$ cat src/rtl/router_pkt_tx.sv
// Packet source for the 1x3 router input: buffers a payload, then sends header, payload, parity.
// Optional macro ROUTER_TX_ERR_INJECT_EN adds inject_err, which flips parity bit 0 of the packet.
module router_pkt_tx #(
    parameter int MAX_LEN    = 63,
    parameter int GAP_CYCLES = 2
) (
    input  logic       clk,
    input  logic       reset,
    input  logic       start,
    input  logic [1:0] dest,
    input  logic [5:0] len,
    input  logic [7:0] src_data,
    input  logic       src_valid,
    input  logic       busy,
`ifdef ROUTER_TX_ERR_INJECT_EN
    input  logic       inject_err,
`endif
    output logic       src_ready,
    output logic [7:0] datain,
    output logic       pkt_valid,
    output logic       tx_ready,
    output logic       done,
    output logic       err_len
);

    typedef enum logic [2:0] {
        IDLE,
        LOAD,
        HEADER,
        PAYLOAD,
        PARITY,
        GAP
    } state_t;

    localparam logic [5:0]  MAX_LEN_L = 6'(MAX_LEN);
    localparam logic [15:0] GAP_LAST  = 16'(GAP_CYCLES - 1);

    state_t      state;
    state_t      state_nxt;
    logic [5:0]  len_q;
    logic [1:0]  dest_q;
    logic [5:0]  wr_cnt;
    logic [5:0]  rd_cnt;
    logic [7:0]  parity;
    logic [15:0] gap_cnt;
    logic        inj_q;
    logic [7:0]  mem [0:MAX_LEN-1];
    logic        req_bad;
    logic        req_ok;
    logic        inj_in;

    assign req_bad = (len == 6'd0) || (len > MAX_LEN_L) || (dest == 2'd3);
    assign req_ok  = start && !req_bad;

`ifdef ROUTER_TX_ERR_INJECT_EN
    assign inj_in = inject_err;
`else
    assign inj_in = 1'b0;
`endif

    always_ff @(posedge clk) begin
        if (reset) begin
            state <= IDLE;
        end else begin
            state <= state_nxt;
        end
    end

    // Outputs depend on registered state only; busy steers next-state alone.
    always_comb begin
        state_nxt = state;
        datain    = 8'h00;
        pkt_valid = 1'b0;
        src_ready = 1'b0;
        tx_ready  = 1'b0;
        case (state)
            IDLE: begin
                tx_ready = 1'b1;
                if (req_ok) begin
                    state_nxt = LOAD;
                end
            end
            LOAD: begin
                src_ready = 1'b1;
                if (src_valid && (wr_cnt == len_q - 6'd1)) begin
                    state_nxt = HEADER;
                end
            end
            HEADER: begin
                datain    = {len_q, dest_q};
                pkt_valid = 1'b1;
                if (!busy) begin
                    state_nxt = PAYLOAD;
                end
            end
            PAYLOAD: begin
                datain    = mem[rd_cnt];
                pkt_valid = 1'b1;
                if (!busy && (rd_cnt == len_q - 6'd1)) begin
                    state_nxt = PARITY;
                end
            end
            PARITY: begin
                datain = parity ^ {7'b0, inj_q};
                if (!busy) begin
                    state_nxt = GAP;
                end
            end
            GAP: begin
                if (gap_cnt == GAP_LAST) begin
                    state_nxt = IDLE;
                end
            end
            default: state_nxt = IDLE;
        endcase
    end

    always_ff @(posedge clk) begin
        if (reset) begin
            len_q   <= 6'd0;
            dest_q  <= 2'd0;
            wr_cnt  <= 6'd0;
            rd_cnt  <= 6'd0;
            parity  <= 8'h00;
            gap_cnt <= 16'd0;
            inj_q   <= 1'b0;
            done    <= 1'b0;
            err_len <= 1'b0;
        end else begin
            done    <= (state == PARITY) && !busy;
            err_len <= (state == IDLE) && start && req_bad;
            case (state)
                IDLE: begin
                    if (req_ok) begin
                        len_q  <= len;
                        dest_q <= dest;
                        parity <= {len, dest};
                        wr_cnt <= 6'd0;
                        rd_cnt <= 6'd0;
                        inj_q  <= inj_in;
                    end
                end
                LOAD: begin
                    if (src_valid) begin
                        wr_cnt <= wr_cnt + 6'd1;
                        parity <= parity ^ src_data;
                    end
                end
                PAYLOAD: begin
                    if (!busy) begin
                        rd_cnt <= rd_cnt + 6'd1;
                    end
                end
                PARITY: begin
                    gap_cnt <= 16'd0;
                end
                GAP: begin
                    gap_cnt <= gap_cnt + 16'd1;
                end
                default: ;
            endcase
        end
    end

    // Payload storage carries no reset; only written bytes are ever read back.
    always_ff @(posedge clk) begin
        if ((state == LOAD) && src_valid) begin
            mem[wr_cnt] <= src_data;
        end
    end

endmodule

$ cat config.mk
export PLATFORM = sky130hd
export DESIGN_NAME = router_pkt_tx
export DESIGN_NICKNAME = d
export VERILOG_FILES = /design/src/rtl/router_pkt_tx.sv
export SDC_FILE = /design/constraint.sdc
export NUM_CORES = 1
export LEC_CHECK = 0
export CORE_UTILIZATION = 40
export DETAILED_ROUTE_END_ITERATION = 10
export HOLD_SLACK_MARGIN = 0.12
export RECOVER_POWER = 50
export SETUP_SLACK_MARGIN = 0.15
export SLEW_MARGIN = 10
export SYNTH_ARGS = -nofsm -noshare
export SYNTH_HDL_FRONTEND = slang
export SYNTH_SLANG_ARGS = --single-unit
export TNS_END_PERCENT = 10
$ cat constraint.sdc
create_clock -name clk -period 3.25 [get_ports clk]
set_input_delay 0.975 -clock clk [delete_from_list [all_inputs] [get_ports clk]]
set_output_delay 0.975 -clock clk [all_outputs]
set_load 0.05 [all_outputs]
Word-level counts from Yosys, hierarchy flattened
Memories as Yosys holds them, arrays and structs flattened. A register that Yosys moved wholly into a read port is not among the register bits.
Index checks and enable logic that the tools add are counted.
W data, S select, Z words.
{"block": "word_totals", "ff_bits": 49, "ramBits": 504, "input_bits": 21, "out_inout_bits": 13, "mem_count": 1}
{"block": "classes", "add_sub_neg": 4, "order_cmp": 1, "n_eq_ne": 17, "muxes": 24, "bitwise_logic": 1, "n_reduce_logical": 21}
{"memory": "mem", "words": 63, "width": 8, "read_ports": 1, "rd_ports_with_merged_regs": 1, "wr": 1, "line": "47", "rtl": "logic [7:0] mem [0:MAX_LEN-1];"}
{"cell": "$pmux W16 S2", "count": 1}
{"cell": "$mux W6", "count": 5}
{"cell": "$pmux W6 S2", "count": 2}
{"cell": "$pmux W8 S3", "count": 1}
{"cell": "$mux W3", "count": 6}
{"cell": "$pmux W3 S6", "count": 1}
{"cell": "$add A16 B1 Y16 const B", "count": 1}
{"cell": "$eq A16 B1 Y1 const B", "count": 1}
{"cell": "$mux W8", "count": 2}
{"cell": "$ne A2 B2 Y1 const B", "count": 8}
{"cell": "$pmux W8 S2", "count": 1}
{"cell": "$add A6 B1 Y6 const B", "count": 2}
{"cell": "$eq A6 B6 Y1", "count": 2}
{"cell": "$xor A8 B8 Y8", "count": 1}
{"cell": "$logic_and A1 B1 Y1", "count": 7}
{"cell": "$eq A3 B2 Y1 const B", "count": 2}
{"cell": "$eq A3 B3 Y1 const B", "count": 2}
{"cell": "$gt A6 B6 Y1 const B", "count": 1}
{"cell": "$logic_not A6 Y1", "count": 1}
{"cell": "$reduce_and A3 Y1", "count": 2}
{"cell": "$reduce_and A6 Y1", "count": 1}
{"cell": "$reduce_bool A2 Y1", "count": 3}
{"cell": "$sub A6 B1 Y6 const B", "count": 1}
{"cell": "$mux W1", "count": 5}
{"cell": "other kinds (7)", "count": 9}

Logic depth before layout (Yosys ltp)
Gate-level depths: netlist (run 1).
{"block": "logic_depth", "word_depth": 9, "ltp_mapped": 10, "ltp_nobuf": 7}

Least setup slack after synthesis (run 1)
OpenSTA, ideal clock, no wires.
{"block": "synth_path", "kind": "register to output", "start": "register state[1]", "end": "output datain[4]", "arrival_ns": 2.476, "setup_slack_ns": -0.201, "path_stages_with_launch": 6, "n_path_buf": 2, "cell_sequence": "dfxtp_1 -> clkbuf_1 -> nor2b_1 -> clkbuf_1 -> a22oi_1 -> o221ai_1"}
{"block": "synth_via", "elab_chain_len": 2, "elab_cells_between_ends": 4, "classes_between": "eq/ne (3); mux (1)"}
{"element": "from (decl)", "line": "38", "rtl": "state_t state;"}
{"element": "from (signal assigned)", "line": "65", "rtl": "state <= state_nxt;"}
{"element": "$eq A3 B3 Y1 / $eq A3 B2 Y1 (equally long branches)", "line": "76", "rtl": "case (state)"}
{"element": "$pmux W8 S3 (*)", "line": "76"}
{"element": "to (decl)", "line": "19", "rtl": "output logic [7:0] datain,"}
Every way passes the cells marked *; elsewhere a longest branch is shown, timed or not.

==> results of run 1 <==
[worst paths after layout]
kind	from	to	slack [ns]	cells after the start
setup / recovery	flop	datain[7]	-0.77	9
hold / removal	dest_q[0]$_SDFFE_PP0P_	dest_q[0]$_SDFFE_PP0P_	0.46	2
setup reg to reg	state[0]$_SDFFE_PP0P_	mem[39][7]$_DFFE_PP_	0.06	8
hold reg to reg	dest_q[0]$_SDFFE_PP0P_	dest_q[0]$_SDFFE_PP0P_	0.46	2
[final cells by class]
cell class | count | area [um2]
clock buffer | 72 | 1461
inverter | 13 | 48.80
clock inverter | 29 | 304.0
timing repair buffer | 226 | 2069
sequential | 559 | 16250
multi-input combinational | 614 | 6050
fill | 4666 | 28410
tap | 748 | 935.9
[through the flow]
stage	hold slack, ns	total power [uW]	setup slack (ns)	TNS [ns]
4_1_cts	0.4600	15570	-0.7532	-5.662
3_3_place_gp	0.4458	9226	-0.2264	-1.623
3_5_place_dp	0.4505	9242	-0.2213	-2.262
5_1_grt	0.4719	15910	-0.8098	-7.997
6_report	0.4570	15440	-0.7673	-5.829
2_1_floorplan	0.4366	8749	0.1485	0
[registers in the layout (all words and copies together), names as in the netlist, named ones only]
| signal | count |
|---|---|
| wr_cnt | 6 |
| len_q | 6 |
| parity | 8 |
| state | 3 |
| rd_cnt | 6 |
| dest_q | 2 |
| gap_cnt | 16 |
| err_len | 1 |
| mem | 504 |
| done | 1 |
[synth_stat cells (all sizes together), types with 4 or more instances]
master	instances	share of area [%]
clkbuf	27	0.45
a21oi	43	0.95
mux2i	40	1.8
nand4	5	0.14
xnor2	5	0.19
a221oi	7	0.30
nor2	111	1.9
o21a	4	0.13
and4	7	0.27
nor2b	6	0.17
a22o	5	0.19
nand2	65	1.1
nand2b	4	0.11
buf	44	1.3
nand3b	5	0.17
nand3	12	0.27
dfxtp	55	4.9
o21ai	28	0.62
inv	13	0.22
and3	8	0.22
a31oi	4	0.11
xor2	11	0.43
o211ai	22	0.73
or2	12	0.33
mux2	4	0.20
nor3b	10	0.33
nor3	12	0.27
a211oi	5	0.19
edfxtp	504	67
xnor3	5	0.50
a22oi	7	0.23
mux4	131	13
ha	5	0.28
[logic make-up after synthesis]
family          share of synthesized area, %
simple gates                           5.705
buf+inv                                1.914
flops                                  71.80
compound gates                         4.067
fa+ha+maj                             0.2767
mux                                    15.02
xor+xnor                               1.223
[what timing repair did]
| item | in CTS | in global routing |
|---|---|---|
| hold buffers | 0 | 0 |
| buffers inserted | 14 | 0 |
| pin swaps | 3 | 6 |
| hold endpoints to repair | 0 | 0 |
| setup endpoints to repair | 9 | 8 |
| gates resized for setup | 30 | 10 |
| gates cloned | 2 | 0 |
[placed cells by master, fill, tap and decap left out, types with 11 or more instances in the layout]
cell,synthesis,routed
sky130_fd_sc_hd__nor2_1,110,109
sky130_fd_sc_hd__clkdlybuf4s50_1,0,12
sky130_fd_sc_hd__buf_4,10,146
sky130_fd_sc_hd__a21oi_1,43,43
sky130_fd_sc_hd__mux4_2,131,131
sky130_fd_sc_hd__o211ai_1,22,22
sky130_fd_sc_hd__nand2_1,65,65
sky130_fd_sc_hd__dfxtp_1,55,52
sky130_fd_sc_hd__nand3_1,12,12
sky130_fd_sc_hd__clkbuf_1,27,37
sky130_fd_sc_hd__xor2_1,11,11
sky130_fd_sc_hd__mux2i_1,40,34
sky130_fd_sc_hd__edfxtp_1,504,504
sky130_fd_sc_hd__clkinv_1,0,12
sky130_fd_sc_hd__clkbuf_16,0,56
sky130_fd_sc_hd__o21ai_1,16,16
sky130_fd_sc_hd__inv_1,12,13
sky130_fd_sc_hd__nor3_1,12,12
sky130_fd_sc_hd__buf_12,0,28
[power by group through the flow]
stage | clock network, uW | registers [uW] | logic (uW)
2_1_floorplan | 0 | 8070 | 675
3_3_place_gp | 0 | 8090 | 1140
3_5_place_dp | 0 | 8090 | 1150
4_1_cts | 6420 | 7940 | 1210
5_1_grt | 6690 | 7950 | 1280
6_report | 6290 | 7940 | 1200
[metal layers]
metal | vias to the layer above | track usage [%] | wire length [um] | share of wire [%]
met1 | 6506 | 28.40 | 24540 | 44
met4 | 0 | 6.740 | 1790 | 3.2
li1 | 5470 | - | - | -
met3 | 100 | 3.746 | 3893 | 7.0
met5 | - | 0 | 0 | 0
met2 | 439 | 30.20 | 25190 | 45
[worst max-delay path: stages (launching register included)]
cell and delay [ns]:
sky130_fd_sc_hd__dfxtp_4 0.39, sky130_fd_sc_hd__buf_12 0.12, sky130_fd_sc_hd__buf_12 0.10, sky130_fd_sc_hd__buf_16 0.12, sky130_fd_sc_hd__buf_8 0.10, sky130_fd_sc_hd__mux4_2 0.49, sky130_fd_sc_hd__mux4_2 0.55, sky130_fd_sc_hd__o21ai_1 0.15
sky130_fd_sc_hd__o211ai_1 0.17, sky130_fd_sc_hd__buf_4 0.24
==> impl_table.tex, run 1 <==
\begin{tabular}{lr}
\hline
Metric & Value \\
\hline
\multicolumn{2}{l}{\textbf{Place}} \\
Count of buffers inserted at the top-level ports & 33 \\
Post-Place Cells & 2144 \\
Sum of net half-perimeters after detailed placement & 35910 um \\
Dpl cell area & roughly 0.025 mm2 \\
Global placer's final weighted congestion & 0.9098 \\
\multicolumn{2}{l}{\textbf{Routing}} \\
1st-pass router iterations & 7 \\
Routed via count & 12520 \\
Routed wire per std cell & 24.51 um \\
Via-per-instance ratio & approximately 5.5 \\
Number of DRC markers in iteration 0 & $\sim$1000 \\
Post-DRT Antenna Nets & 0 \\
Total routed wirelength & 55410 um \\
Remaining DRCs & 0 \\
\multicolumn{2}{l}{\textbf{Outcome}} \\
Violations in the final reports & max-capacitance violations, max-slew violations, negative setup slack \\
Run status & finished, violations left \\
\multicolumn{2}{l}{\textbf{Layout}} \\
Non-Filler Instances & 2261 \\
Final Core Density & 48.84\% \\
Relative area change from synthesis to final layout & 19.91\% \\
Ant. Diodes & 0 \\
Final nets & 1496 \\
Ratio of cells with drive above 1 in the final layout & 28.02\% \\
Final non-filler cell area & 0.02712 mm2 \\
\multicolumn{2}{l}{\textbf{Floorplan}} \\
Starting density of the core & 40.73\% \\
Number of placement rows & between 80 and 90 \\
Die area & 0.05749 mm2 \\
Count of pins on the block boundary & 34 \\
Floorplan Core Area & between 0.05 and 0.06 mm2 \\
Chip height & 239.8 um \\
Chip width & 239.8 um \\
\multicolumn{2}{l}{\textbf{STA}} \\
Highest clock frequency the design can meet & 248.9 MHz \\
Final-report hold violation count & 0 \\
Period utilisation layout & 123.6\% \\
Setup repair after global routing missed its margin & true \\
Final Worst Setup Slack & -0.7673 ns \\
Max transition margin & -6.878\% \\
Worst clock skew & $\sim$0.016 ns \\
Tightest Pin Transition & between 1.5 and 2 ns \\
Endpoints failing setup & 10 \\
Time the final worst path needs with I/O delays and setup & 4.017 ns \\
Final Slew Violations & 35 \\
\multicolumn{2}{l}{\textbf{Global routing}} \\
Largest net degree at the start of global routing & 64 \\
Global-route wire length before repair & 82210 um \\
GR Util All Layers & 19.77\% \\
Grt total ovfl & 0 \\
Number of antenna violations at the first check in global routing & 0 \\
Via count of the first global-routing pass & 12370 \\
\multicolumn{2}{l}{\textbf{Clocking}} \\
Maximum buffer depth of the clock tree & 3 \\
Clock buffers created by TritonCTS & 56 \\
Clock sink count & 559 \\
CTS root buffer & sky130\_fd\_sc\_hd\_\_clkbuf\_16 \\
Clock tree from TritonCTS & built \\
Later-pin clock latency in the skew report & 0.61 ns \\
Number of levels in the clock H-tree & 2 \\
Reg clk slew, reported paths & roughly 0.06 ns \\
\multicolumn{2}{l}{\textbf{Power}} \\
Total internal power & approximately 12000 uW \\
Total power divided by cell area & 569.3 mW/mm2 \\
Part of the total power dissipated in sequential elements & 51.5\% \\
Net switching component of the power & 3435 uW \\
Switching power as a share of total power & 22.25\% \\
Logic pwr share & 7.8\% \\
Leakage power & 0.008602 uW \\
Max IR drop VDD & roughly 0.00039 V \\
Clk pwr share & 40.8\% \\
\multicolumn{2}{l}{\textbf{Synth}} \\
Number of nets in the synthesized netlist & 1283 \\
Number of enable flip-flop cells after synthesis & 504 \\
Synth Area per Inst & 17.99 um2 \\
Main synth FF type & sky130\_fd\_sc\_hd\_\_edfxtp\_1 \\
Total of flip-flops plus latches after synthesis & around 560 \\
Async set-or-reset flop fraction in the synthesized netlist & 0\% \\
Yosys Warn Count & 0 \\
Sequential area share after synthesis & between 70\% and 80\% \\
Count of cell types in the netlist & 63 \\
Cell area after synthesis & around 0.023 mm2 \\
Number of standard cells after synthesis & 1257 \\
\multicolumn{2}{l}{\textbf{Setup path}} \\
Worst Setup End Kind & primary output \\
Critical path data required time & 2.27 ns \\
Worst-path fanout max & 4 \\
CP Launch Type & flop \\
Endpoint arrival time on the critical path & approximately 3.0 ns \\
Type of the worst setup path & flop to primary output \\
\multicolumn{2}{l}{\textbf{Hold path}} \\
Worst hold path class & flop to flop \\
\multicolumn{2}{l}{\textbf{Job}} \\
Count of maximum capacitance violations & 1 \\
\hline
\end{tabular}
Note: power is estimated with default switching activity, not from simulation.
==> inputs of run 2 (changes only) <==
Settings changed: REMOVE_ABC_BUFFERS from default to 1.
==> run 2 against run 1 <==
Net effect:
- clock skew increased by 0.00079 ns
- the flow still finishes with violations (max-capacitance violations, max-slew violations, negative setup slack)
- critical endpoint is now datain[5]
- power decreased by 1.4%
- fmax increased by 1.2%
- sequential power about the same
- wire length increased by 0.65%
- worst hold slack improved by 0.017 ns
- clock power decreased by 3.5%
- first-iteration DRC count increased by 20%
- global-route usage about the same
- sequential share of layout area increased by 0.34 points
- combinational power about the same
- final cell count increased by 0.27%
==> impl_table.tex, run 2 (same netlist as run 1, synthesis figures left out) <==
\begin{tabular}{lr}
\hline
Metric & Value \\
\hline
\multicolumn{2}{l}{\textbf{STA}} \\
Period utilisation layout & 122.1\% (-1.5 points) \\
Setup repair after global routing missed its margin & true \\
Endpoints failing setup & 8 (-2) \\
Max transition margin & -34.97\% (-28 points) \\
Final Slew Violations & 44 (+26\%) \\
Final-report hold violation count & 0 (unchanged) \\
Tightest Pin Transition & 2.025 ns (+0.4214 ns) \\
Worst clock skew & 0.01676 ns (+0.0007875 ns) \\
Time the final worst path needs with I/O delays and setup & 3.969 ns (-0.04816 ns) \\
Highest clock frequency the design can meet & 251.9 MHz (+1.2\%) \\
Final Worst Setup Slack & -0.7191 ns (+0.04816 ns) \\
\multicolumn{2}{l}{\textbf{Power}} \\
Total power divided by cell area & 564.7 mW/mm2 (-0.81\%) \\
Total internal power & 11800 uW (-1.7\%) \\
Max IR drop VDD & 0.0004191 V (+8.0\%) \\
Sum of internal, switching and leakage power & 15220 uW (-1.4\%) \\
Logic pwr share & 7.9\% (about the same) \\
Part of the total power dissipated in sequential elements & 52.2\% (+0.7 points) \\
Clk pwr share & 39.9\% (-0.9 points) \\
Leakage power & 0.008585 uW (-0.19\%) \\
Switching power as a share of total power & 22.50\% (+0.25 points) \\
Net switching component of the power & 3425 uW (-0.27\%) \\
\multicolumn{2}{l}{\textbf{Hold path}} \\
Launch instance of the worst min-delay path & dest\_q[1]\$\_SDFFE\_PP0P\_ \\
Hold depth & 2 (unchanged) \\
WHS Endpoint & dest\_q[1]\$\_SDFFE\_PP0P\_ \\
Worst hold path class & flop to flop \\
\multicolumn{2}{l}{\textbf{Routing}} \\
Via-per-instance ratio & 5.552 (+0.31\%) \\
Number of DRC markers in iteration 0 & 1237 (+20\%) \\
Remaining DRCs & 0 (unchanged) \\
Post-DRT Antenna Nets & 0 (unchanged) \\
Routed wire per std cell & 24.60 um (+0.38\%) \\
Total routed wirelength & 55770 um (+0.65\%) \\
1st-pass router iterations & 7 (unchanged) \\
Routed via count & 12590 (+0.58\%) \\
\multicolumn{2}{l}{\textbf{Layout}} \\
Final nets & 1501 (+0.33\%) \\
Commonest non-fill, non-tap cell in the layout & sky130\_fd\_sc\_hd\_\_edfxtp\_1 \\
Fill cells & 4690 (+0.51\%) \\
Register name with the most flops & mem \\
Ratio of cells with drive above 1 in the final layout & 27.91\% (-0.11 points) \\
Ant. Diodes & 0 (unchanged) \\
Most used cells in the layout excluding fill and tap cells & sky130\_fd\_sc\_hd\_\_edfxtp\_1 (504), sky130\_fd\_sc\_hd\_\_buf\_4 (157), sky130\_fd\_sc\_hd\_\_mux4\_2 (131) \\
Biggest registers after layout & mem x504, gap\_cnt x16, parity x8 \\
Relative area change from synthesis to final layout & 19.23\% \\
Non-Filler Instances & 2267 (+0.27\%) \\
Flip-flop count of the largest register after layout & 504 (unchanged) \\
\multicolumn{2}{l}{\textbf{Setup path}} \\
Most common cell on crit path & sky130\_fd\_sc\_hd\_\_mux4\_2 \\
Number of gates on the worst path with buffers counted & 8 (-1) \\
Reg2Reg Launch Point & state[2]\$\_SDFFE\_PP0P\_ \\
Critical Path Max Stage Delay & 0.55 ns (about the same) \\
Worst-path cell with the longest stage delay & sky130\_fd\_sc\_hd\_\_mux4\_2 \\
CP Launch Type & flop \\
Worst Setup End Kind & primary output \\
Worst-case reg-to-reg path depth & 7 (-1) \\
Type of the worst setup path & flop to primary output \\
Register-to-Register Setup Slack & 0.30 ns (+0.24 ns) \\
Worst flop-to-flop path endpoint & mem[57][4]\$\_DFFE\_PP\_ \\
Count of buffering cells on the critical path with inverters included & 3 (-2) \\
Worst-path fanout max & 9 (+5) \\
Endpoint arrival time on the critical path & 2.99 ns (-0.05 ns) \\
Worst path cell trace & buf\_12 -> mux4\_2 -> mux4\_2 -> nor2\_2 -> a211oi\_1 -> buf\_4 -> a211o\_1 -> buf\_6 \\
Family with the most delay on the worst path & multiplexers \\
Critical path data required time & 2.27 ns (about the same) \\
\multicolumn{2}{l}{\textbf{Clocking}} \\
Clock sink count & 559 (unchanged) \\
Reg clk slew, reported paths & 0.06 ns (about the same) \\
Later-pin clock latency in the skew report & 0.61 ns (about the same) \\
Maximum buffer depth of the clock tree & 3 (unchanged) \\
Clock tree from TritonCTS & built \\
Clock buffers created by TritonCTS & 56 (unchanged) \\
Number of levels in the clock H-tree & 2 (unchanged) \\
CTS root buffer & sky130\_fd\_sc\_hd\_\_clkbuf\_16 \\
Count of hold buffers inserted by post-cts repair & 0 (unchanged) \\
\multicolumn{2}{l}{\textbf{Place}} \\
Sum of net half-perimeters after detailed placement & 37970 um (+5.7\%) \\
Global placer's final weighted congestion & 0.8607 (-5.4\%) \\
Count of buffers inserted at the top-level ports & 33 (unchanged) \\
Post-Place Cells & 2149 (+0.23\%) \\
\multicolumn{2}{l}{\textbf{Global routing}} \\
Most crowded layer after global routing & met2 \\
Largest net degree at the start of global routing & 52 (-19\%) \\
Global-route wire length before repair & 82410 um (+0.25\%) \\
Number of antenna violations at the first check in global routing & 1 (+1) \\
Via count of the first global-routing pass & 12590 (+1.8\%) \\
GR Util All Layers & 19.79\% (about the same) \\
Met3 track utilization from global routing & 3.561\% (-0.18 points) \\
M2 GR Usage & 31.29\% (+1.1 points) \\
Grt total ovfl & 0 (unchanged) \\
Met1 Track Usage GR & 27.64\% (-0.76 points) \\
\multicolumn{2}{l}{\textbf{Floorplan}} \\
Number of placement rows & 86 (unchanged) \\
Count of pins on the block boundary & 34 (unchanged) \\
Floorplan Core Area & 0.05552 mm2 (unchanged) \\
Chip height & 239.8 um (unchanged) \\
Starting density of the core & 40.73\% (unchanged) \\
Die area & 0.05749 mm2 (unchanged) \\
Chip width & 239.8 um (unchanged) \\
\multicolumn{2}{l}{\textbf{Outcome}} \\
Violations in the final reports & max-capacitance violations, max-slew violations, negative setup slack \\
Run status & finished, violations left \\
\multicolumn{2}{l}{\textbf{Job}} \\
Count of maximum capacitance violations & 1 (unchanged) \\
\hline
\end{tabular}
## run 2: changes by cell type in the layout (fill, tap and decap cells not counted), sizes merged
cell,previous run,this run
buf,184,187
bufinv,6,3
clkbuf,99,94
clkinv,19,30
clkinvlp,3,2
inv,14,15
## run 2: final cells by class
type,count,area [um2],share of cell area [%]
Clock buffer,65,1456,5.402
Timing Repair Buffer,231,2019,7.490
Clock inverter,37,252.7,0.9374
Multi-Input combinational cell,614,6001,22.26
Inverter,13,48.80,0.1810
Tap cell,748,935.9,3.471
Sequential cell,559,16250,60.26
## run 2: worst max path at each step
stage	start	end
finish	flop	datain[5]
global route	flop	datain[0]
CTS	flop	datain[5]
detailed placement	flop	datain[7]
global placement	flop	datain[3]
floorplan	flop	datain[4]
## run 2: timing repair
action                     4_1_cts  5_1_grt
setup buffers                    5       11
hold endpoints to repair         0        0
setup endpoints to repair        9        9
resized for setup               19       11
pin swaps                        1        3
## run 2: layer usage
layer / up-vias / share of wire [%]
li1: 5483 / -
met2: 462 / 47
met5: - / 0
met4: 0 / 2.7
met3: 94 / 6.6
met1: 6548 / 43
## run 2: power groups by stage
stage               clock network, uW  logic, uW  registers [uW]
finish                           6070       1200            7950
global route                     6440       1290            7950
CTS                              6200       1210            7940
detailed placement                  0       1180            8090
global placement                    0       1160            8090
floorplan                           0        580            8130
## run 2: worst min-delay path, cell delays in order (launching register included)
cell and delay, ns:
sky130_fd_sc_hd__dfxtp_1 0.32, sky130_fd_sc_hd__nand2_1 0.05, sky130_fd_sc_hd__a21oi_1 0.05
## run 2: through the flow
step	instance area, um2	hold slack [ns]	util, %	worst slack (ns)	setup TNS, ns
global route	26960	0.4971	48.56	-0.8091	-6.181
CTS	26950	0.4762	48.54	-0.7684	-5.669
detailed placement	25110	0.4666	45.22	-0.2152	-1.222
global placement	25110	0.4480	45.22	-0.2233	-1.176
floorplan	22230	0.4306	-	-3.825	-30.49
finish	26960	0.4736	48.56	-0.7191	-5.420
==> inputs of run 3 (changes only) <==
Settings changed: CTS_BUF_LIST from default to sky130_fd_sc_hd__clkbuf_4, GPL_ROUTABILITY_DRIVEN from default to 0.
==> run 3 against run 2 <==
Net effect:
- the flow still finishes with violations (max-capacitance violations, max-slew violations, negative setup slack)
- worst hold slack improved by 0.0021 ns
- via count rose by 4.6%
- cell area rose by 0.97%
- register-to-register slack improved by 0.07 ns
- clock skew rose by 0.062 ns
- global-route usage rose by 0.77 points
- sequential share of layout area fell by 0.57 points
- wire length rose by 2.0%
- largest power group unchanged
==> impl_table.tex, run 3 (same netlist as run 1, synthesis figures left out) <==
\begin{tabular}{lr}
\hline
Metric & Value \\
\hline
\multicolumn{2}{l}{\textbf{Routing}} \\
Remaining DRCs & 0 (unchanged) \\
Number of DRC markers in iteration 0 & 1284 (+3.8\%) \\
Total routed wirelength & 56890 um (+2.0\%) \\
Via-per-instance ratio & 5.413 (-2.5\%) \\
Routed wire per std cell & 23.38 um (-5.0\%) \\
Post-DRT Antenna Nets & 0 (unchanged) \\
1st-pass router iterations & 5 (-2) \\
Routed via count & 13170 (+4.6\%) \\
\multicolumn{2}{l}{\textbf{Outcome}} \\
Violations in the final reports & max-capacitance violations, max-slew violations, negative setup slack \\
Run status & finished, violations left \\
\multicolumn{2}{l}{\textbf{Power}} \\
Max IR drop VDD & 0.0003220 V (-23\%) \\
Logic pwr share & 7.9\% (about the same) \\
Leakage power & 0.008903 uW (+3.7\%) \\
Clk pwr share & 40.6\% (+0.7 points) \\
Part of the total power dissipated in sequential elements & 51.4\% (-0.8 points) \\
Total power divided by cell area & 567.6 mW/mm2 (+0.52\%) \\
Total internal power & 11800 uW (about the same) \\
Net switching component of the power & 3653 uW (+6.6\%) \\
Switching power as a share of total power & 23.65\% (+1.1 points) \\
\multicolumn{2}{l}{\textbf{Setup path}} \\
Worst Setup End Kind & primary output \\
Reg2Reg Launch Point & state[1]\$\_SDFFE\_PP0P\_ \\
Type of the worst setup path & flop to primary output \\
Family with the most delay on the worst path & multiplexers \\
Register-to-Register Setup Slack & 0.37 ns (+0.07 ns) \\
CP Launch Type & flop \\
Worst-path fanout max & 9 (unchanged) \\
Critical Path Max Stage Delay & 0.55 ns (about the same) \\
Endpoint arrival time on the critical path & 3.34 ns (+0.35 ns) \\
Most common cell on crit path & sky130\_fd\_sc\_hd\_\_mux4\_2 \\
Worst path cell trace & buf\_12 -> mux4\_2 -> mux4\_2 -> nor2\_2 -> a211oi\_1 -> buf\_4 -> a211o\_1 -> buf\_6 \\
Worst-case reg-to-reg path depth & 6 (-1) \\
Count of buffering cells on the critical path with inverters included & 3 (unchanged) \\
Worst flop-to-flop path endpoint & len\_q[1]\$\_SDFFE\_PP0P\_ \\
Worst-path cell with the longest stage delay & sky130\_fd\_sc\_hd\_\_mux4\_2 \\
Critical path data required time & 2.27 ns (about the same) \\
\multicolumn{2}{l}{\textbf{Global routing}} \\
Global-route wire length before repair & 84650 um (+2.7\%) \\
GR Util All Layers & 20.56\% (+0.77 points) \\
Largest net degree at the start of global routing & 52 (unchanged) \\
Grt total ovfl & 0 (unchanged) \\
Number of antenna violations at the first check in global routing & 4 (+3) \\
Via count of the first global-routing pass & 13340 (+6.0\%) \\
\multicolumn{2}{l}{\textbf{Layout}} \\
Fill cells & 4775 (+1.8\%) \\
Flip-flop count of the largest register after layout & 504 (unchanged) \\
Biggest registers after layout & mem x504, gap\_cnt x16, parity x8 \\
Commonest non-fill, non-tap cell in the layout & sky130\_fd\_sc\_hd\_\_edfxtp\_1 \\
Non-Filler Instances & 2433 (+7.3\%) \\
Relative area change from synthesis to final layout & 20.38\% \\
Most used cells in the layout excluding fill and tap cells & sky130\_fd\_sc\_hd\_\_edfxtp\_1 (504), sky130\_fd\_sc\_hd\_\_clkbuf\_4 (219), sky130\_fd\_sc\_hd\_\_buf\_4 (157) \\
Final non-filler cell area & 0.02722 mm2 (+0.97\%) \\
Final nets & 1592 (+6.1\%) \\
Ratio of cells with drive above 1 in the final layout & 34.78\% (+6.9 points) \\
Register name with the most flops & mem \\
\multicolumn{2}{l}{\textbf{Clocking}} \\
Reg clk slew, reported paths & 0.06 ns (about the same) \\
Number of levels in the clock H-tree & 4 (+2) \\
Count of hold buffers inserted by post-cts repair & 0 (unchanged) \\
Clock buffers created by TritonCTS & 147 (+160\%) \\
CTS root buffer & sky130\_fd\_sc\_hd\_\_clkbuf\_4 \\
Later-pin clock latency in the skew report & 0.97 ns (+0.36 ns) \\
Clock sink count & 559 (unchanged) \\
Maximum buffer depth of the clock tree & 3 (unchanged) \\
Clock tree from TritonCTS & built \\
\multicolumn{2}{l}{\textbf{STA}} \\
Final Worst Setup Slack & -1.063 ns (-0.3437 ns) \\
Hold slack final & 0.4756 ns (+0.002051 ns) \\
Tightest Pin Transition & 2.106 ns (+0.08110 ns) \\
Final-report hold violation count & 0 (unchanged) \\
Setup repair after global routing missed its margin & true \\
Highest clock frequency the design can meet & 231.9 MHz (-8.0\%) \\
Max transition margin & -40.38\% (-5.4 points) \\
Worst clock skew & 0.07869 ns (+0.06193 ns) \\
Sum of negative setup slack & -8.239 ns (-2.819 ns) \\
Time the final worst path needs with I/O delays and setup & 4.313 ns (+0.3437 ns) \\
Final Slew Violations & 92 (+110\%) \\
Period utilisation layout & 132.7\% (+11 points) \\
Endpoints failing setup & 9 (+1) \\
\multicolumn{2}{l}{\textbf{Place}} \\
Post-Place Cells & 2149 (unchanged) \\
Pre-CTS WS & -0.2152 ns (unchanged) \\
Count of buffers inserted at the top-level ports & 33 (unchanged) \\
Dpl cell area & 0.02511 mm2 (unchanged) \\
Sum of net half-perimeters after detailed placement & 37970 um (unchanged) \\
\multicolumn{2}{l}{\textbf{Hold path}} \\
Hold depth & 2 (unchanged) \\
Launch instance of the worst min-delay path & dest\_q[1]\$\_SDFFE\_PP0P\_ \\
WHS Endpoint & dest\_q[1]\$\_SDFFE\_PP0P\_ \\
Worst hold path class & flop to flop \\
\multicolumn{2}{l}{\textbf{Floorplan}} \\
Chip height & 239.8 um (unchanged) \\
Die area & 0.05749 mm2 (unchanged) \\
Count of pins on the block boundary & 34 (unchanged) \\
Starting density of the core & 40.73\% (unchanged) \\
Chip width & 239.8 um (unchanged) \\
Number of placement rows & 86 (unchanged) \\
Floorplan Core Area & 0.05552 mm2 (unchanged) \\
\multicolumn{2}{l}{\textbf{Job}} \\
Count of maximum capacitance violations & 2 (+1) \\
\hline
\end{tabular}
-- run 3: cell type report --
class | count | area (um2) | share of cell area, %
Tap cell | 748 | 935.9 | 3.438
Sequential cell | 559 | 16250 | 59.69
Inverter | 13 | 53.80 | 0.1976
Clock buffer | 219 | 1644 | 6.040
Clock inverter | 46 | 295.3 | 1.085
Antenna cell | 3 | 7.507 | 0.02758
Multi-Input combinational cell | 614 | 6018 | 22.11
Timing Repair Buffer | 231 | 2018 | 7.414
-- run 3: how the worst max path moves through the flow --
stage	end	slack, ns	depth (start not counted)
2_1_floorplan	datain[4]	-3.83	4
3_3_place_gp	datain[3]	-0.22	9
3_5_place_dp	datain[7]	-0.22	9
4_1_cts	datain[5]	-1.20	8
5_1_grt	datain[6]	-1.22	10
6_report	datain[5]	-1.06	8
-- run 3: per-stage QoR --
stage / power [uW] / utilization (%)
detailed placement: 9273 / 45.22
floorplan: 8710 / -
CTS: 15620 / 49.04
global placement: 9243 / 45.22
global route: 16070 / 49.02
finish: 15450 / 49.03
-- run 3: power groups by stage --
stage,clock [uW],combinational [uW],sequential [uW]
floorplan,0,580,8130
global placement,0,1160,8090
detailed placement,0,1180,8090
CTS,6440,1240,7940
global route,6820,1310,7950
finish,6280,1230,7950
-- run 3: layer usage --
metal | wire [um] | up-vias | track usage (%) | part of all wire (%)
met5 | 0 | - | 0 | 0
met4 | 983 | 0 | 7.051 | 1.7
met3 | 3722 | 66 | 5.082 | 6.5
met2 | 27590 | 462 | 32.28 | 49
met1 | 24590 | 6871 | 27.91 | 43
li1 | - | 5772 | - | -
-- run 3: what timing repair did --
item | in CTS | in global routing
setup endpoints to repair | 13 | 10
buffers inserted | 7 | 9
resized for setup | 42 | 10
pin swaps | 1 | 1
-- run 3: worst reg2reg max path, delay by kind of cell (launching register included) --
kind / cells / cell delay (ns)
compound gates: 2 / 1.10
flops: 1 / 0.31
buf+inv: 2 / 0.69
simple gates: 2 / 0.70
